$ cat src/rtl/prefetch_control_utlb_pkg.sv
// Shared types and constants for the code-prefetch controller and its micro-TLB.
package prefetch_control_utlb_pkg;

    typedef enum logic {
        STATE_REQ    = 1'b0,
        STATE_ICACHE = 1'b1
    } state_t;

    localparam int PAGE_SHIFT = 12;
    localparam int PAGE_SIZE  = 4096;
    localparam int OFF_W      = 12;
    localparam int VPN_W      = 20;
    localparam int PPN_W      = 20;

    typedef struct packed {
        logic             valid;
        logic [VPN_W-1:0] vpn;
        logic             su;
        logic [PPN_W-1:0] ppn;
        logic             cd;
    } utlb_entry_t;

    // A read burst never crosses the end of the current 4 KB page.
    function automatic logic [4:0] clamp_len(input logic [OFF_W-1:0] off, input logic [4:0] len);
        logic [12:0] left;
        left = 13'(PAGE_SIZE) - {1'b0, off};
        return (left < {8'd0, len}) ? left[4:0] : len;
    endfunction

endpackage

$ cat src/rtl/prefetch_control_utlb_if.sv
// TLB request/response and icache read buses seen by the prefetch controller.
interface prefetch_control_utlb_if;
    logic        tlbcoderequest_do;
    logic [31:0] tlbcoderequest_address;
    logic        tlbcoderequest_su;
    logic        tlbcode_do;
    logic [31:0] tlbcode_linear;
    logic [31:0] tlbcode_physical;
    logic        tlbcode_cache_disable;
    logic        icacheread_do;
    logic [31:0] icacheread_address;
    logic [4:0]  icacheread_length;
    logic        icacheread_cache_disable;

    modport master (
        output tlbcoderequest_do, tlbcoderequest_address, tlbcoderequest_su,
        input  tlbcode_do, tlbcode_linear, tlbcode_physical, tlbcode_cache_disable,
        output icacheread_do, icacheread_address, icacheread_length, icacheread_cache_disable
    );

    modport slave (
        input  tlbcoderequest_do, tlbcoderequest_address, tlbcoderequest_su,
        output tlbcode_do, tlbcode_linear, tlbcode_physical, tlbcode_cache_disable,
        input  icacheread_do, icacheread_address, icacheread_length, icacheread_cache_disable
    );
endinterface

$ cat src/rtl/prefetch_control_utlb_array.sv
// Fully-associative code micro-TLB: parallel lookup, round-robin fill, global flush.
module prefetch_utlb_array
    import prefetch_control_utlb_pkg::*;
#(
    parameter int ENTRIES = 4
) (
    input  logic             clk,
    input  logic             rst_n,
    input  logic             flush,
    input  logic [VPN_W-1:0] lookup_vpn,
    input  logic             lookup_su,
    output logic             hit,
    output logic [PPN_W-1:0] hit_ppn,
    output logic             hit_cd,
    input  logic             alloc,
    input  logic [VPN_W-1:0] alloc_vpn,
    input  logic             alloc_su,
    input  logic [PPN_W-1:0] alloc_ppn,
    input  logic             alloc_cd
);

    localparam int PW = (ENTRIES > 1) ? $clog2(ENTRIES) : 1;

    utlb_entry_t          entries [ENTRIES];
    logic [ENTRIES-1:0]   match;
    logic [PW-1:0]        ptr;
    logic                 wr;

    // Flush wins over a same-cycle fill, so a stale translation never survives.
    assign wr = alloc && !flush;

    for (genvar g = 0; g < ENTRIES; g++) begin : g_entry
        assign match[g] = entries[g].valid && entries[g].vpn == lookup_vpn &&
                          entries[g].su == lookup_su;

        always_ff @(posedge clk) begin
            if (!rst_n)
                entries[g] <= '0;
            else if (flush)
                entries[g].valid <= 1'b0;
            else if (wr && ptr == PW'(g))
                entries[g] <= '{valid: 1'b1, vpn: alloc_vpn, su: alloc_su,
                                ppn: alloc_ppn, cd: alloc_cd};
        end
    end

    always_comb begin
        hit     = |match;
        hit_ppn = '0;
        hit_cd  = 1'b0;
        for (int i = 0; i < ENTRIES; i++) begin
            if (match[i]) begin
                hit_ppn = entries[i].ppn;
                hit_cd  = entries[i].cd;
            end
        end
    end

    always_ff @(posedge clk) begin
        if (!rst_n)
            ptr <= '0;
        else if (wr)
            ptr <= (ptr == PW'(ENTRIES - 1)) ? '0 : ptr + PW'(1);
    end

endmodule

$ cat src/rtl/prefetch_control_utlb.sv
// Code-prefetch controller with micro-TLB; page-clamped icache bursts.
// Optional hit/miss counters when PREFETCH_UTLB_STATS_EN is defined.
module prefetch_control_utlb
    import prefetch_control_utlb_pkg::*;
#(
    parameter int UTLB_ENTRIES   = 4,
    parameter int FIFO_W         = 5,
    parameter int REQ_THRESHOLD  = 3,
    parameter int READ_THRESHOLD = 8
) (
    input  logic                   clk,
    input  logic                   rst_n,
    input  logic                   pr_reset,
    input  logic                   utlb_flush,
    input  logic [31:0]            prefetch_address,
    input  logic [4:0]             prefetch_length,
    input  logic                   prefetch_su,
    input  logic [FIFO_W-1:0]      prefetchfifo_used,
    prefetch_control_utlb_if.master bus
`ifdef PREFETCH_UTLB_STATS_EN
    ,
    output logic [15:0]            utlb_hits,
    output logic [15:0]            utlb_misses
`endif
);

    localparam logic [FIFO_W:0] REQ_TH  = (FIFO_W + 1)'(REQ_THRESHOLD);
    localparam logic [FIFO_W:0] READ_TH = (FIFO_W + 1)'(READ_THRESHOLD);

    state_t           state, state_nxt;
    logic [31:0]      linear, physical;
    logic             cache_disable;

    logic             hit, hit_cd, hit_eff, go, page_cross;
    logic [PPN_W-1:0] hit_ppn;
    logic [4:0]       len_clamp;
    logic [OFF_W-1:0] off;
    logic             tlb_do, rd_do, rd_cd;
    logic [31:0]      rd_addr;
    logic             load_hit, load_fill, save_off, alloc;

    assign off        = prefetch_address[OFF_W-1:0];
    assign len_clamp  = clamp_len(off, prefetch_length);
    assign go         = !pr_reset && prefetch_length != 5'd0 && {1'b0, prefetchfifo_used} < REQ_TH;
    assign hit_eff    = hit && !utlb_flush;
    assign page_cross = prefetch_address[31:PAGE_SHIFT] != linear[31:PAGE_SHIFT];

    prefetch_utlb_array #(.ENTRIES(UTLB_ENTRIES)) u_utlb (
        .clk        (clk),
        .rst_n      (rst_n),
        .flush      (utlb_flush),
        .lookup_vpn (prefetch_address[31:PAGE_SHIFT]),
        .lookup_su  (prefetch_su),
        .hit        (hit),
        .hit_ppn    (hit_ppn),
        .hit_cd     (hit_cd),
        .alloc      (alloc),
        .alloc_vpn  (bus.tlbcode_linear[31:PAGE_SHIFT]),
        .alloc_su   (prefetch_su),
        .alloc_ppn  (bus.tlbcode_physical[31:PAGE_SHIFT]),
        .alloc_cd   (bus.tlbcode_cache_disable)
    );

    always_comb begin
        state_nxt = state;
        tlb_do    = 1'b0;
        rd_do     = 1'b0;
        rd_addr   = '0;
        rd_cd     = 1'b0;
        load_hit  = 1'b0;
        load_fill = 1'b0;
        save_off  = 1'b0;
        alloc     = 1'b0;
        case (state)
            STATE_REQ: begin
                if (go) begin
                    if (hit_eff) begin
                        rd_do     = 1'b1;
                        rd_addr   = {hit_ppn, off};
                        rd_cd     = hit_cd;
                        load_hit  = 1'b1;
                        state_nxt = STATE_ICACHE;
                    end else begin
                        tlb_do = 1'b1;
                        if (bus.tlbcode_do) begin
                            rd_do     = 1'b1;
                            rd_addr   = bus.tlbcode_physical;
                            rd_cd     = bus.tlbcode_cache_disable;
                            load_fill = 1'b1;
                            alloc     = !utlb_flush;
                            state_nxt = STATE_ICACHE;
                        end
                    end
                end
            end
            STATE_ICACHE: begin
                if (pr_reset || utlb_flush || page_cross) begin
                    state_nxt = STATE_REQ;
                end else begin
                    rd_do    = {1'b0, prefetchfifo_used} < READ_TH;
                    rd_addr  = {physical[31:PAGE_SHIFT], off};
                    rd_cd    = cache_disable;
                    save_off = 1'b1;
                end
            end
            default: state_nxt = STATE_REQ;
        endcase
    end

    always_ff @(posedge clk) begin
        if (!rst_n) begin
            state         <= STATE_REQ;
            linear        <= '0;
            physical      <= '0;
            cache_disable <= 1'b0;
        end else begin
            state <= state_nxt;
            if (load_hit) begin
                linear        <= prefetch_address;
                physical      <= {hit_ppn, off};
                cache_disable <= hit_cd;
            end else if (load_fill) begin
                linear        <= bus.tlbcode_linear;
                physical      <= bus.tlbcode_physical;
                cache_disable <= bus.tlbcode_cache_disable;
            end else if (save_off) begin
                linear[OFF_W-1:0]   <= off;
                physical[OFF_W-1:0] <= off;
            end
        end
    end

    assign bus.tlbcoderequest_do        = tlb_do;
    assign bus.tlbcoderequest_address   = tlb_do ? prefetch_address : '0;
    assign bus.tlbcoderequest_su        = tlb_do & prefetch_su;
    assign bus.icacheread_do            = rd_do;
    assign bus.icacheread_address       = rd_do ? rd_addr : '0;
    assign bus.icacheread_length        = rd_do ? len_clamp : '0;
    assign bus.icacheread_cache_disable = rd_do & rd_cd;

`ifdef PREFETCH_UTLB_STATS_EN
    always_ff @(posedge clk) begin
        if (!rst_n) begin
            utlb_hits   <= '0;
            utlb_misses <= '0;
        end else begin
            if (load_hit && utlb_hits != 16'hFFFF)
                utlb_hits <= utlb_hits + 16'd1;
            if (load_fill && utlb_misses != 16'hFFFF)
                utlb_misses <= utlb_misses + 16'd1;
        end
    end
`endif

endmodule
$ cat src/flat_wrapper.sv
// flat-port wrapper written by rule: the top's interface ports become plain ports
module prefetch_control_utlb_flat import prefetch_control_utlb_pkg::*;
#(
    parameter int UTLB_ENTRIES   = 4,
    parameter int FIFO_W         = 5,
    parameter int REQ_THRESHOLD  = 3,
    parameter int READ_THRESHOLD = 8
)
  (clk, rst_n, pr_reset, utlb_flush, prefetch_address, prefetch_length, prefetch_su, prefetchfifo_used, bus_tlbcoderequest_do, bus_tlbcoderequest_address, bus_tlbcoderequest_su, bus_tlbcode_do, bus_tlbcode_linear, bus_tlbcode_physical, bus_tlbcode_cache_disable, bus_icacheread_do, bus_icacheread_address, bus_icacheread_length, bus_icacheread_cache_disable);
  prefetch_control_utlb_if bus_i ();
  input  logic clk;
  input  logic rst_n;
  input  logic pr_reset;
  input  logic utlb_flush;
  input  logic [31:0] prefetch_address;
  input  logic [4:0] prefetch_length;
  input  logic prefetch_su;
  input  logic [FIFO_W-1:0] prefetchfifo_used;
  output wire logic [$bits(bus_i.tlbcoderequest_do)-1:0] bus_tlbcoderequest_do;
  output wire logic [$bits(bus_i.tlbcoderequest_address)-1:0] bus_tlbcoderequest_address;
  output wire logic [$bits(bus_i.tlbcoderequest_su)-1:0] bus_tlbcoderequest_su;
  input wire logic [$bits(bus_i.tlbcode_do)-1:0] bus_tlbcode_do;
  input wire logic [$bits(bus_i.tlbcode_linear)-1:0] bus_tlbcode_linear;
  input wire logic [$bits(bus_i.tlbcode_physical)-1:0] bus_tlbcode_physical;
  input wire logic [$bits(bus_i.tlbcode_cache_disable)-1:0] bus_tlbcode_cache_disable;
  output wire logic [$bits(bus_i.icacheread_do)-1:0] bus_icacheread_do;
  output wire logic [$bits(bus_i.icacheread_address)-1:0] bus_icacheread_address;
  output wire logic [$bits(bus_i.icacheread_length)-1:0] bus_icacheread_length;
  output wire logic [$bits(bus_i.icacheread_cache_disable)-1:0] bus_icacheread_cache_disable;
  assign bus_tlbcoderequest_do = bus_i.tlbcoderequest_do;
  assign bus_tlbcoderequest_address = bus_i.tlbcoderequest_address;
  assign bus_tlbcoderequest_su = bus_i.tlbcoderequest_su;
  assign bus_i.tlbcode_do = bus_tlbcode_do;
  assign bus_i.tlbcode_linear = bus_tlbcode_linear;
  assign bus_i.tlbcode_physical = bus_tlbcode_physical;
  assign bus_i.tlbcode_cache_disable = bus_tlbcode_cache_disable;
  assign bus_icacheread_do = bus_i.icacheread_do;
  assign bus_icacheread_address = bus_i.icacheread_address;
  assign bus_icacheread_length = bus_i.icacheread_length;
  assign bus_icacheread_cache_disable = bus_i.icacheread_cache_disable;
  prefetch_control_utlb #(.UTLB_ENTRIES(UTLB_ENTRIES), .FIFO_W(FIFO_W), .REQ_THRESHOLD(REQ_THRESHOLD), .READ_THRESHOLD(READ_THRESHOLD)) u_core (.clk(clk), .rst_n(rst_n), .pr_reset(pr_reset), .utlb_flush(utlb_flush), .prefetch_address(prefetch_address), .prefetch_length(prefetch_length), .prefetch_su(prefetch_su), .prefetchfifo_used(prefetchfifo_used), .bus(bus_i));
endmodule
$ cat config.mk
export PLATFORM = sky130hd
export DESIGN_NAME = prefetch_control_utlb_flat
export DESIGN_NICKNAME = d
export VERILOG_FILES = /design/src/rtl/prefetch_control_utlb_pkg.sv /design/src/rtl/prefetch_control_utlb_if.sv /design/src/rtl/prefetch_control_utlb_array.sv /design/src/rtl/prefetch_control_utlb.sv /design/src/flat_wrapper.sv
export SDC_FILE = /design/constraint.sdc
export NUM_CORES = 1
export LEC_CHECK = 0
export BUFFER_PORTS_ARGS = -buffer_cell sky130_fd_sc_hd__buf_2
export CORE_MARGIN = 2
export CORE_UTILIZATION = 32
export CTS_CLUSTER_SIZE = 16
export DETAILED_ROUTE_END_ITERATION = 16
export PLACE_DENSITY = 0.54
export REMOVE_ABC_BUFFERS = 1
export SYNTH_ARGS = -nofsm -noshare
export SYNTH_HDL_FRONTEND = slang
export SYNTH_HIERARCHICAL = 1
export SYNTH_SLANG_ARGS = --single-unit
$ cat constraint.sdc
create_clock -name clk -period 12.2 [get_ports clk]
set_input_delay 3.05 -clock clk [delete_from_list [all_inputs] [get_ports clk]]
set_output_delay 3.05 -clock clk [all_outputs]
set_load 0.01 [all_outputs]
# Yosys cells after proc, flatten, opt, wreduce, memory -nomap -nowiden
# Memory sizes are Yosys's and may differ from the RTL's.
# Cells that the tools add are included.
dict set report totals {
  ram_bits 172
  elab_cells 147
  memories 1
  ff_bits 44
}
# name words word_bits rd rd_ports_with_merged_regs write_ports line_no
set memory_table {}
lappend memory_table {u_core.u_utlb.entries 4 43 4 0 4 prefetch_control_utlb_array.sv:24} ;# utlb_entry_t entries [ENTRIES];
dict set report classes {
  bitwise 15
  addsub 2
  order_cmp 3
  reduce_logical 24
  n_mux 85
  eq_ne 12
}
# op count
set op_table {}
lappend op_table {{$mux 32} 8}
lappend op_table {{$mux 42} 4}
lappend op_table {{$mux 20} 6}
lappend op_table {{$eq 20x20->1} 4}
lappend op_table {{$pmux 32 s2} 1}
lappend op_table {{$mux 1} 57}
lappend op_table {{$mux 12} 3}
lappend op_table {{$ne 20x20->1} 1}
lappend op_table {{$logic_and 1x1->1} 16}
lappend op_table {{$lt 13x5->1} 1}
lappend op_table {{$sub 13x12->13 const A} 1}
lappend op_table {{$or 1x1->1} 12}
lappend op_table {{$mux 5} 2}
lappend op_table {{$pmux 1 s2} 3}
lappend op_table {{$lt 5x2->1 const B} 1}
lappend op_table {{$lt 5x4->1 const B} 1}
lappend op_table {{$reduce_bool 5->1} 1}
lappend op_table {{$eq 1x1->1} 4}
lappend op_table {{$eq 2x2->1 const B} 2}
lappend op_table {{$reduce_or 4->1} 1}
lappend op_table {{$add 2x1->2 const B} 1}
lappend op_table {{$and 1x1->1} 2}
lappend op_table {{$eq 2x1->1 const B} 1}
lappend op_table {{$logic_not 1->1} 2}
lappend op_table {{5 further kinds} 6}

# Logic depth before layout (Yosys ltp)
# Gate-level depths: netlist of the first run.
# An unclocked memory read counts as a cell.
dict set report depth {
  depth_word 16
  mapped_depth 20
  mapped_depth_nobuf 14
}

# Hierarchy
# The synthesis of the first run kept the hierarchy.
# mod area_each_um2 instances cells_per_inst seq_area_each_um2
set by_module_without_submodules {}
lappend by_module_without_submodules {prefetch_utlb_array 8409.3 1 644 5205.0}
lappend by_module_without_submodules {prefetch_control_utlb 2981.6 1 390 840.8}

# Least setup slack after synthesis of the first run
# OpenSTA, ideal clock, no wires.
dict set report synth_path {
  path_type {in2reg}
  startpoint {in prefetch_address[30]}
  endpoint {mem u_core/u_utlb/entries[1][85] in the netlist's numbering, enable pin}
  cell_stages 16
  setup_ns 0.305
  path_buffers 4
  setup_slack_ns 3.075
  arrival_time_ns 8.820
  path_cell_list {clkbuf_1 -> xnor2_1 -> and3_1 -> nand2_1 -> and2_4 -> buf_6 -> nand3_1 -> nor2b_1 -> nor2_1 -> and2_1 -> buf_2 -> clkbuf_1 -> nor2b_1 -> nand2_1 -> o21ai_0 -> or2_2}
}
# element line_no
set synth_rtl {}
lappend synth_rtl {{start: declaration} flat_wrapper.sv:15} ;# input logic [31:0] prefetch_address;
lappend synth_rtl {{end: declaration} prefetch_control_utlb_array.sv:24}

# Worst setup path after layout of the first run
dict set report layout_path {
  startpoint {in prefetch_address[24]}
  endpoint {out bus_icacheread_address[30]}
}
dict set report layout_via {
  word_cells_on_any_way 29
  cone_classes {eq/ne (5); mux (13); reduce/logical (11)}
}
# element line_no
set layout_rtl {}
lappend layout_rtl {{$eq 20x20->1} prefetch_control_utlb_array.sv:33} ;# assign match[g] = entries[g].valid && entries[g].vpn == lookup_vpn &&
lappend layout_rtl {{$logic_and 1x1->1 (2 in series)} prefetch_control_utlb_array.sv:33}
lappend layout_rtl {{$reduce_or 4->1 (*)} prefetch_control_utlb_array.sv:48} ;# hit = |match;
lappend layout_rtl {{via u_core.hit} prefetch_control_utlb.sv:34} ;# logic hit, hit_cd, hit_eff, go, page_cross;
lappend layout_rtl {{$logic_and 1x1->1 (*)} prefetch_control_utlb.sv:45} ;# assign hit_eff = hit && !utlb_flush;
lappend layout_rtl {{$mux 32 / $mux 1 (equally long branches)} prefetch_control_utlb.sv:77} ;# if (hit_eff) begin
lappend layout_rtl {{$mux 32 / $mux 1 (equally long branches)} prefetch_control_utlb.sv:76} ;# if (go) begin
lappend layout_rtl {{$pmux 32 s2 / $pmux 1 s2 (equally long branches)} prefetch_control_utlb.sv:74} ;# case (state)
lappend layout_rtl {{$mux 32 (*)} prefetch_control_utlb.sv:137} ;# assign bus.icacheread_address = rd_do ? rd_addr : '0;
lappend layout_rtl {{end: declaration} flat_wrapper.sv:27} ;# output wire logic [$bits(bus_i.icacheread_address)-1:0] bus_icacheread_address;
# The timed path passes the listed nets; every way through them passes the cells marked *.

==> impl_metrics.yaml, run 1 <==
clock_network:
  cts_buffers: 23
  path_clk_slew_ns: 0.06
  cts_root_buffer: "clkbuf_16"
  hold_buffers: 0
  cts_tree: "built"
  htree_num_levels: 1
  clock_sinks: 216
  cts_setup_buffers: 0
  ctsResizeCount: 0
  clk_latency_ns: 0.50
  clk_path_buf_depth: 3
synth:
  ys_seq_area_frac: 0.5308
  syn_inst: 1034
  synth.distinct_cells: 51
  ys_ff_latch: 216
  synthesis.area_mm2: 0.01139
  ys_warn_count: 6
  synth.avg_cell_area_um2: 11.02
critical_path:
  end_kind: "output pin"
  crit_type: "input pin to output pin"
  critical_path.cell_chain: "buf_2, xor2_1, nor4_1, nand4_2, buf_4, and2_4, nand3_1, nor2b_1, nor2_2, buf_4, and2_2, a22oi_1, a21oi_1, buf_2"
  cpMaxStageDelayCell: "nor4_1"
  cp_max_fo: 43
  start_kind: "input pin"
  crit_path_max_incr_delay_ns: 0.72
  worstPathArrival_ns: 7.25
  crit_required_ns: 9.15
die:
  start_util: 0.3226
  core_mm2: 0.03531
  pin_count: 186
  rows: 69
  die_x_um: 192.7
  die_h_um: 192.7
  die_area_mm2: 0.03712
hold_path:
  hp-class: "register to register"
sta:
  worstMarginPinSlew_ns: 0.9289
  fin_crit_sh: 0.8441
  final_hold_viol_count: 0
  skew_ns: 0.01333
  slew_violations: 0
  timing.fmax_ghz: 0.09711
  setup_ws_ns: 1.902
  setup_viol: 0
  final.min_clock_period_ns: 10.30
  timing.slew.headroom: 0.3807
  setup_tns_ns: 0
  rsz0062_at_grt: "false"
  hold_ws_ns: 0.4672
grt:
  grt_max_degree: 52
  grt_remaining_overflow: 0
  grt_pass1_vias: 8143
  track_usage: 0.1744
  grt_pass1_wl_um: 48960
  antenna_found_initial: 4
detailed_routing:
  wl_um: 32950
  route.vias.total: 8393
  drt_pass1_iterations: 7
  drtIter0Drc: 538
  drt-vias-per-instance: 5.081
  drcViolationCount: 0
  wl_per_cell_um: 19.95
  ant_nets: 0
place:
  gp_congestion: 0.7621
  pre_cts_ws_ns: 1.857
  hpwl_um: 20610
  numPortBuffers: 173
cells_and_area:
  layout-drive-gt1-share: 0.2244
  layout.nets: 1297
  n_fill_cell: 3521
  syn2layout_area_growth_pct: 17.60
status:
  status: "complete, no violations"
job:
  drv_cap: 0
power_and_ir_drop:
  p_per_area_mw_per_mm2: 117.8
  ir_drop_mv: 0.1119
  leakagePower_nw: 5.062
-- Yosys cell counts, drive strengths merged --
cell / n / share of area
or3b: 2 / 0.0015
nand4: 22 / 0.013
o211ai: 4 / 0.0026
dfxtp: 44 / 0.077
or4b: 1 / 0.0012
buf: 25 / 0.013
xor2: 25 / 0.019
nor2b: 26 / 0.014
or3: 1 / 0.00055
a21o: 1 / 0.00066
clkbuf: 54 / 0.018
nor4: 13 / 0.0099
o21a: 1 / 0.00066
and3: 29 / 0.016
nand2: 70 / 0.023
xnor2: 82 / 0.063
o22ai: 1 / 0.00055
nand3b: 1 / 0.00066
nand2b: 1 / 0.00055
a22oi: 21 / 0.014
edfxtp: 172 / 0.45
o21bai: 1 / 0.00066
o31ai: 1 / 0.00066
inv: 12 / 0.0040
a211oi: 3 / 0.0031
or4: 4 / 0.0033
ha: 9 / 0.0099
a222oi: 20 / 0.018
nor3: 3 / 0.0013
and2: 202 / 0.11
a21oi: 40 / 0.018
o31a: 2 / 0.0015
or2: 2 / 0.0011
a221oi: 21 / 0.027
nor2: 47 / 0.015
a41oi: 20 / 0.015
o21ai: 22 / 0.0097
a211o: 1 / 0.00077
nand3: 6 / 0.0026
a32oi: 1 / 0.00077
a21boi: 21 / 0.014
-- through the flow --
stage	instances	instance area, um^2	utilization	power, mW
global placement	1611	12720	0.3602	0.9471
CTS	1651	13390	0.3793	1.595
detailed placement	1611	12720	0.3602	0.9486
floorplan	955	11040	-	0.8862
finish	1652	13400	0.3794	1.578
global route	1651	13390	0.3793	1.636
-- critical path, delay by kind of cell --
family                    cells  cell delay (ns)
AOI/OAI and AO/OA             2             0.60
buffers and inverters         4             0.93
xor gates and xnor gates      1             0.19
and+or+nand+nor               7             2.41
-- layout by cell type, fill, tap and decap left out, types with 20 or more instances in the layout --
| cell | netlist | routed |
|---|---|---|
| buf_2 | 20 | 173 |
| and2_1 | 201 | 200 |
| and3_1 | 29 | 27 |
| a222oi_1 | 20 | 20 |
| xor2_1 | 25 | 25 |
| a21oi_1 | 40 | 40 |
| a21boi_0 | 21 | 21 |
| buf_4 | 0 | 22 |
| nand2_1 | 70 | 67 |
| nor2b_1 | 26 | 25 |
| nand4_1 | 21 | 21 |
| edfxtp_1 | 172 | 172 |
| a22oi_1 | 21 | 21 |
| clkbuf_16 | 0 | 23 |
| dfxtp_1 | 44 | 44 |
| xnor2_1 | 82 | 82 |
| nor2_1 | 47 | 46 |
| a221oi_2 | 20 | 20 |
| a41oi_1 | 20 | 20 |
-- layout make-up --
| class | count | area, um^2 | area share |
|---|---|---|---|
| antenna | 1 | 2.502 | 0.0001868 |
| clock buffer | 36 | 654.4 | 0.04885 |
| clock inverter | 4 | 18.77 | 0.001401 |
| inverter | 12 | 45.04 | 0.003363 |
| multi-input combinational | 727 | 5021 | 0.3748 |
| sequential | 216 | 6046 | 0.4513 |
| tap | 461 | 576.8 | 0.04306 |
| timing repair buffer | 195 | 1031 | 0.07697 |
-- layer usage --
| metal | vias up | GRT usage | wire [um] |
|---|---|---|---|
| met5 | - | 0 | 35 |
| met4 | 6 | 0.03611 | 521 |
| met3 | 37 | 0.02546 | 1884 |
| met2 | 228 | 0.2967 | 15940 |
| met1 | 4134 | 0.2355 | 14570 |
| li1 | 3988 | - | - |
-- cell families (layout without fill, tap and decap cells) --
| group | Yosys count | after routing | share of synthesized area |
|---|---|---|---|
| XOR/XNOR | 107 | 107 | 0.08227 |
| flip-flops | 216 | 216 | 0.5308 |
| buffers and inverters | 91 | 247 | 0.03482 |
| adder cells (fa/ha/maj) | 9 | 9 | 0.009886 |
| other | 0 | 1 | 0 |
| AO/OA/AOI/OAI | 181 | 181 | 0.1270 |
| AND/OR/NAND/NOR | 430 | 430 | 0.2153 |
-- path summary, 6_finish.rpt --
check	start	to	slack (ns)	cells past startpoint
worst max-delay path	prefetch_address[24]	bus_icacheread_address[30]	1.90	14
worst min-delay path	u_core/physical[22]$_SDFFE_PN0P_	u_core/physical[22]$_SDFFE_PN0P_	0.47	2
worst max register to register	u_core/u_utlb/entries[1][65]$_SDFFCE_PN0P_	u_core/u_utlb/entries[0][11]$_SDFFCE_PN0P_	5.87	17
worst min register to register	u_core/physical[22]$_SDFFE_PN0P_	u_core/physical[22]$_SDFFE_PN0P_	0.47	2
-- registers in the layout, indices dropped and copies added, names as in the netlist --
| register | count |
|---|---|
| u_core/u_utlb/entries | 172 |
| u_core/linear | 20 |
| u_core/physical | 20 |
| u_core/u_utlb/ptr | 2 |
| u_core/cache_disable | 1 |
| u_core/state | 1 |
-- power breakdown --
group	switching [mW]	total (mW)	leakage [nW]	internal, mW
clock	0.281	0.647	0.330	0.366
sequential	0.00741	0.821	2.13	0.814
combinational	0.0693	0.111	2.60	0.0414
Power figures use the tool's default switching activity.
==> inputs of run 2 (changes only) <==
clock period = 10.3 ns   (was 12.2 ns; I/O delays follow)
==> impl_metrics.yaml, run 2 (synthesized netlist as in run 1, its figures left out) <==
status:
  status: "complete, no violations"
detailed_routing:
  ant_nets: 0
  wl_met3_um: 1725
  drcViolationCount: 0
  drt_pass1_iterations: 5
  drt-met1-wl_um: 14540
  highest_layer: "met5"
  wl_um: 32840
  route.vias.total: 8482
  wl_per_cell_um: 19.80
  drt-vias-per-instance: 5.116
  drtIter0Drc: 618
  wl_met2_um: 16040
cells_and_area:
  stdcell_count: 1658
  layout-drive-gt1-share: 0.2241
  regMostFlops: "u_core/u_utlb/entries"
  postLayoutCellArea_mm2: 0.01345
  largest_registers: "u_core/u_utlb/entries x172, u_core/linear x20, u_core/physical x20"
  n_fill_cell: 3508
  post-route-util: 0.3808
  syn2layout_area_growth_pct: 18.05
  largest_reg_flops: 172
  final_cell_mix: "and2_1, buf_2, edfxtp_1"
  layout_commonest_cell: "and2_1"
  layout.nets: 1300
place:
  hpwl_um: 20660
  pre_cts_ws_ns: 1.292
  dp.cells: 1613
  gp_congestion: 0.7486
  placed_area_mm2: 0.01273
  numPortBuffers: 173
power_and_ir_drop:
  p_per_area_mw_per_mm2: 141.0
  leakagePower_nw: 5.086
  ir_drop_mv: 0.1051
  power_mw: 1.896
clock_network:
  cts_root_buffer: "clkbuf_16"
  cts_buffers: 24
  cts_tree: "built"
  ctsResizeCount: 0
  path_clk_slew_ns: 0.06
  cts_setup_buffers: 0
  clock_sinks: 216
  hold_buffers: 0
  clk_path_buf_depth: 3
  htree_num_levels: 1
  clk_latency_ns: 0.52
die:
  die_area_mm2: 0.03712
  core_mm2: 0.03531
  die_h_um: 192.7
  start_util: 0.3226
  pin_count: 186
  die_x_um: 192.7
  rows: 69
sta:
  skew_ns: 0.01350
  rsz0062_at_grt: "false"
  setup_ws_ns: 1.327
  timing.fmax_ghz: 0.1114
  setup_tns_ns: 0
  worstMarginPinSlew_ns: 0.9427
  fin_crit_sh: 0.8711
  final_hold_viol_count: 0
  slew_violations: 0
  timing.slew.headroom: 0.3715
  final.min_clock_period_ns: 8.973
  hold_ws_ns: 0.4646
  setup_viol: 0
grt:
  antenna_found_initial: 4
  track_usage: 0.1758
  grt_pass1_wl_um: 49340
  grt_pass1_vias: 8247
  grt_max_degree: 52
  grt_remaining_overflow: 0
job:
  drv_cap: 0
critical_path:
  crit_required_ns: 7.73
  worstPathArrival_ns: 6.40
  start_kind: "input pin"
  crit_type: "input pin to output pin"
  end_kind: "output pin"
  reg2reg_depth: 15
  cp_max_fo: 22
hold_path:
  hold_path_depth: 2
  hp-class: "register to register"
-- run 2: final timing paths --
| kind | from | end | slack [ns] |
|---|---|---|---|
| min | u_core/physical[21]$_SDFFE_PN0P_ | u_core/physical[21]$_SDFFE_PN0P_ | 0.46 |
| max | prefetch_su | bus_icacheread_address[19] | 1.33 |
| min reg2reg | u_core/physical[21]$_SDFFE_PN0P_ | u_core/physical[21]$_SDFFE_PN0P_ | 0.46 |
| max reg2reg | u_core/u_utlb/entries[1][41]$_SDFFCE_PN0P_ | u_core/u_utlb/entries[1][35]$_SDFFCE_PN0P_ | 5.06 |
-- run 2: where the power goes --
group | switching, mW | internal [mW] | total (mW)
sequential | 0.00865 | 0.964 | 0.973
clock | 0.340 | 0.452 | 0.792
combinational | 0.0822 | 0.0494 | 0.132
total | 0.431 | 1.47 | 1.90
-- run 2: cell type report --
class	count	area [um^2]	share of cell area
antenna	1	2.502	0.0001861
clock buffer	37	680.7	0.05062
clock inverter	7	28.78	0.002140
inverter	12	45.04	0.003350
multi-input combinational	727	5021	0.3734
sequential	216	6046	0.4496
tap	461	576.8	0.04290
timing repair buffer	197	1046	0.07779
-- run 2: metal layers --
metal | vias up | track usage
met5 | - | 0
met4 | 6 | 0.03464
met3 | 39 | 0.02546
met2 | 208 | 0.3031
met1 | 4227 | 0.2348
li1 | 4002 | -
-- run 2: worst max-delay path, cell delays in order --
cell,delay [ns]
buf_2,0.16
xnor2_1,0.28
nand4_1,0.14
nor4_2,0.63
nand2_1,0.11
buf_4,0.27
and2_4,0.31
nand3_1,0.15
nor2b_1,0.41
nor2b_4,0.64
buf_4,0.27
a22oi_1,0.10
a21oi_1,0.17
buf_2,0.15
==> inputs of run 3 (changes only) <==
ABC_AREA = 1   (was default)
CTS_BUF_LIST = sky130_fd_sc_hd__clkbuf_8   (was default)
==> impl_metrics.yaml, run 3 <==
cells_and_area:
  syn2layout_area_growth_pct: 17.20
  layout.nets: 1880
  postLayoutCellArea_mm2: 0.01424
  n_fill_cell: 4000
  layout_commonest_cell: "nor2_1"
  largest_registers: "u_core/u_utlb/entries x172, u_core/linear x20, u_core/physical x20"
  regMostFlops: "u_core/u_utlb/entries"
  layout-drive-gt1-share: 0.1619
  final_cell_mix: "nor2_1, nand2_1, inv_1"
  largest_reg_flops: 172
synth:
  ys_ff_latch: 216
  ys_seq_area_frac: 0.4976
  synth.avg_cell_area_um2: 7.646
  syn_inst: 1589
  synth_top_cells_by_count: "nor2_1, nand2_1, inv_1, edfxtp_1, a21oi_1"
  synth.most_common_cell: "nor2_1"
  synth_flop_cell: "edfxtp_1"
  synth_top_area_cell: "edfxtp_1"
  ys_warn_count: 6
  ys_async_sr_fraction: 0
  synth_top_area_share: 0.4251
  synth.distinct_cells: 44
  synth_edf_count: 172
  synthesis.area_mm2: 0.01215
  ys_top_cells_by_area: "edfxtp_1, nor2_1, nand2_1"
die:
  pin_count: 186
  die_h_um: 198.9
  die_x_um: 198.9
  die_area_mm2: 0.03954
  start_util: 0.3241
  rows: 71
  core_mm2: 0.03749
place:
  numPortBuffers: 173
  gp_congestion: 0.8518
  hpwl_um: 26610
  placed_area_mm2: 0.01350
detailed_routing:
  drt_pass1_iterations: 7
  route.vias.total: 11039
  wl_um: 39980
  drcViolationCount: 0
  ant_nets: 0
  wl_per_cell_um: 17.36
  drtIter0Drc: 617
  drt-vias-per-instance: 4.793
sta:
  worstMarginPinSlew_ns: 1.182
  fin_crit_sh: 0.8442
  skew_ns: 0.04004
  timing.slew.headroom: 0.2111
  timing.fmax_ghz: 0.1150
  rsz0062_at_grt: "false"
  setup_viol: 0
  slew_violations: 0
  final_hold_viol_count: 0
  final.min_clock_period_ns: 8.695
  setup_tns_ns: 0
grt:
  antenna_found_initial: 2
  grt_max_degree: 45
  grt_pass1_wl_um: 59780
  grt_remaining_overflow: 0
  grt_pass1_vias: 10624
  track_usage: 0.1997
critical_path:
  crit_type: "input pin to output pin"
  cp_max_fo: 44
  crit_required_ns: 7.73
  end_kind: "output pin"
  r2r-start: "u_core/u_utlb/entries[1][69]$_SDFFCE_PN0P_"
  crit_start: "prefetch_address[20]"
  start_kind: "input pin"
  worstPathArrival_ns: 6.12
job:
  drv_cap: 0
power_and_ir_drop:
  leakagePower_nw: 6.479
  power_mw: 1.897
  p_per_area_mw_per_mm2: 133.3
  ir_drop_mv: 0.07228
clock_network:
  clk_path_buf_depth: 3
  path_clk_slew_ns: 0.06
  cts_tree: "built"
  clk_latency_ns: 0.55
  cts_buffers: 41
  ctsResizeCount: 0
  cts_setup_buffers: 0
  htree_num_levels: 2
  cts_root_buffer: "clkbuf_8"
  clock_sinks: 216
  hold_buffers: 0
status:
  status: "complete, no violations"
hold_path:
  min_from: "u_core/physical[27]$_SDFFE_PN0P_"
  hp-class: "register to register"
run 3: cell type report:
class	count	area (um^2)	share of cell area
Tap cell	511	639.4	0.04490
Timing Repair Buffer	192	1008	0.07083
Clock inverter	33	140.1	0.009842
Multi-Input combinational cell	1106	5056	0.3551
Sequential cell	216	6046	0.4246
Antenna cell	1	2.502	0.0001757
Inverter	201	754.5	0.05299
Clock buffer	43	591.8	0.04156
run 3: per-stage QoR:
| stage | worst slack [ns] | util | hold WS, ns | instances |
|---|---|---|---|---|
| after floorplan | 1.476 | - | 0.4452 | 1523 |
| after global placement | 1.541 | 0.3602 | 0.4514 | 2226 |
| after detailed placement | 1.558 | 0.3602 | 0.4570 | 2226 |
| after CTS | 1.556 | 0.3797 | 0.4664 | 2302 |
| after global routing | 1.296 | 0.3798 | 0.4873 | 2303 |
| final | 1.605 | 0.3798 | 0.4634 | 2303 |
run 3: per-layer routing:
metal / global-route usage / share of wire / vias up
met5: 0 / 0.00020 / -
met4: 0.06274 / 0.023 / 2
met3: 0.02798 / 0.051 / 61
met2: 0.3506 / 0.49 / 305
met1: 0.2534 / 0.43 / 5236
li1: - / - / 5435
run 3: power by group:
part / leakage (nW) / total [mW] / internal [mW] / switching, mW
registers: 2.14 / 0.974 / 0.964 / 0.00960
logic: 3.92 / 0.161 / 0.0471 / 0.114
clock network: 0.426 / 0.762 / 0.388 / 0.374
run 3: kinds of logic after synthesis:
| family | after synthesis | synth area share |
|---|---|---|
| xor+xnor | 23 | 0.01658 |
| flops | 216 | 0.4976 |
| compound gates | 186 | 0.09001 |
| simple gates | 888 | 0.2977 |
| buf+inv | 267 | 0.08877 |
| fa+ha+maj | 9 | 0.009269 |
run 3: path summary, 6_finish.rpt:
path / to / slack, ns / cells past startpoint
max: bus_icacheread_address[20] / 1.60 / 18
min: u_core/physical[27]$_SDFFE_PN0P_ / 0.46 / 2
max reg2reg: u_core/u_utlb/entries[1][68]$_SDFFCE_PN0P_ / 6.59 / 15
min reg2reg: u_core/physical[27]$_SDFFE_PN0P_ / 0.46 / 2
run 3: worst max-delay path, stage by stage:
cell and delay [ns]:
buf_2 0.19, inv_2 0.08, nand2_1 0.13, nand2_1 0.08, nor2_1 0.10, nand2_1 0.07, nor2_2 0.19, nand3_4 0.45
nand3_1 0.29, inv_1 0.07, nor2_2 0.07, buf_4 0.25, inv_1 0.12, nor2_4 0.68, nand2_1 0.11, a21boi_1 0.19
a21oi_1 0.21, buf_2 0.19
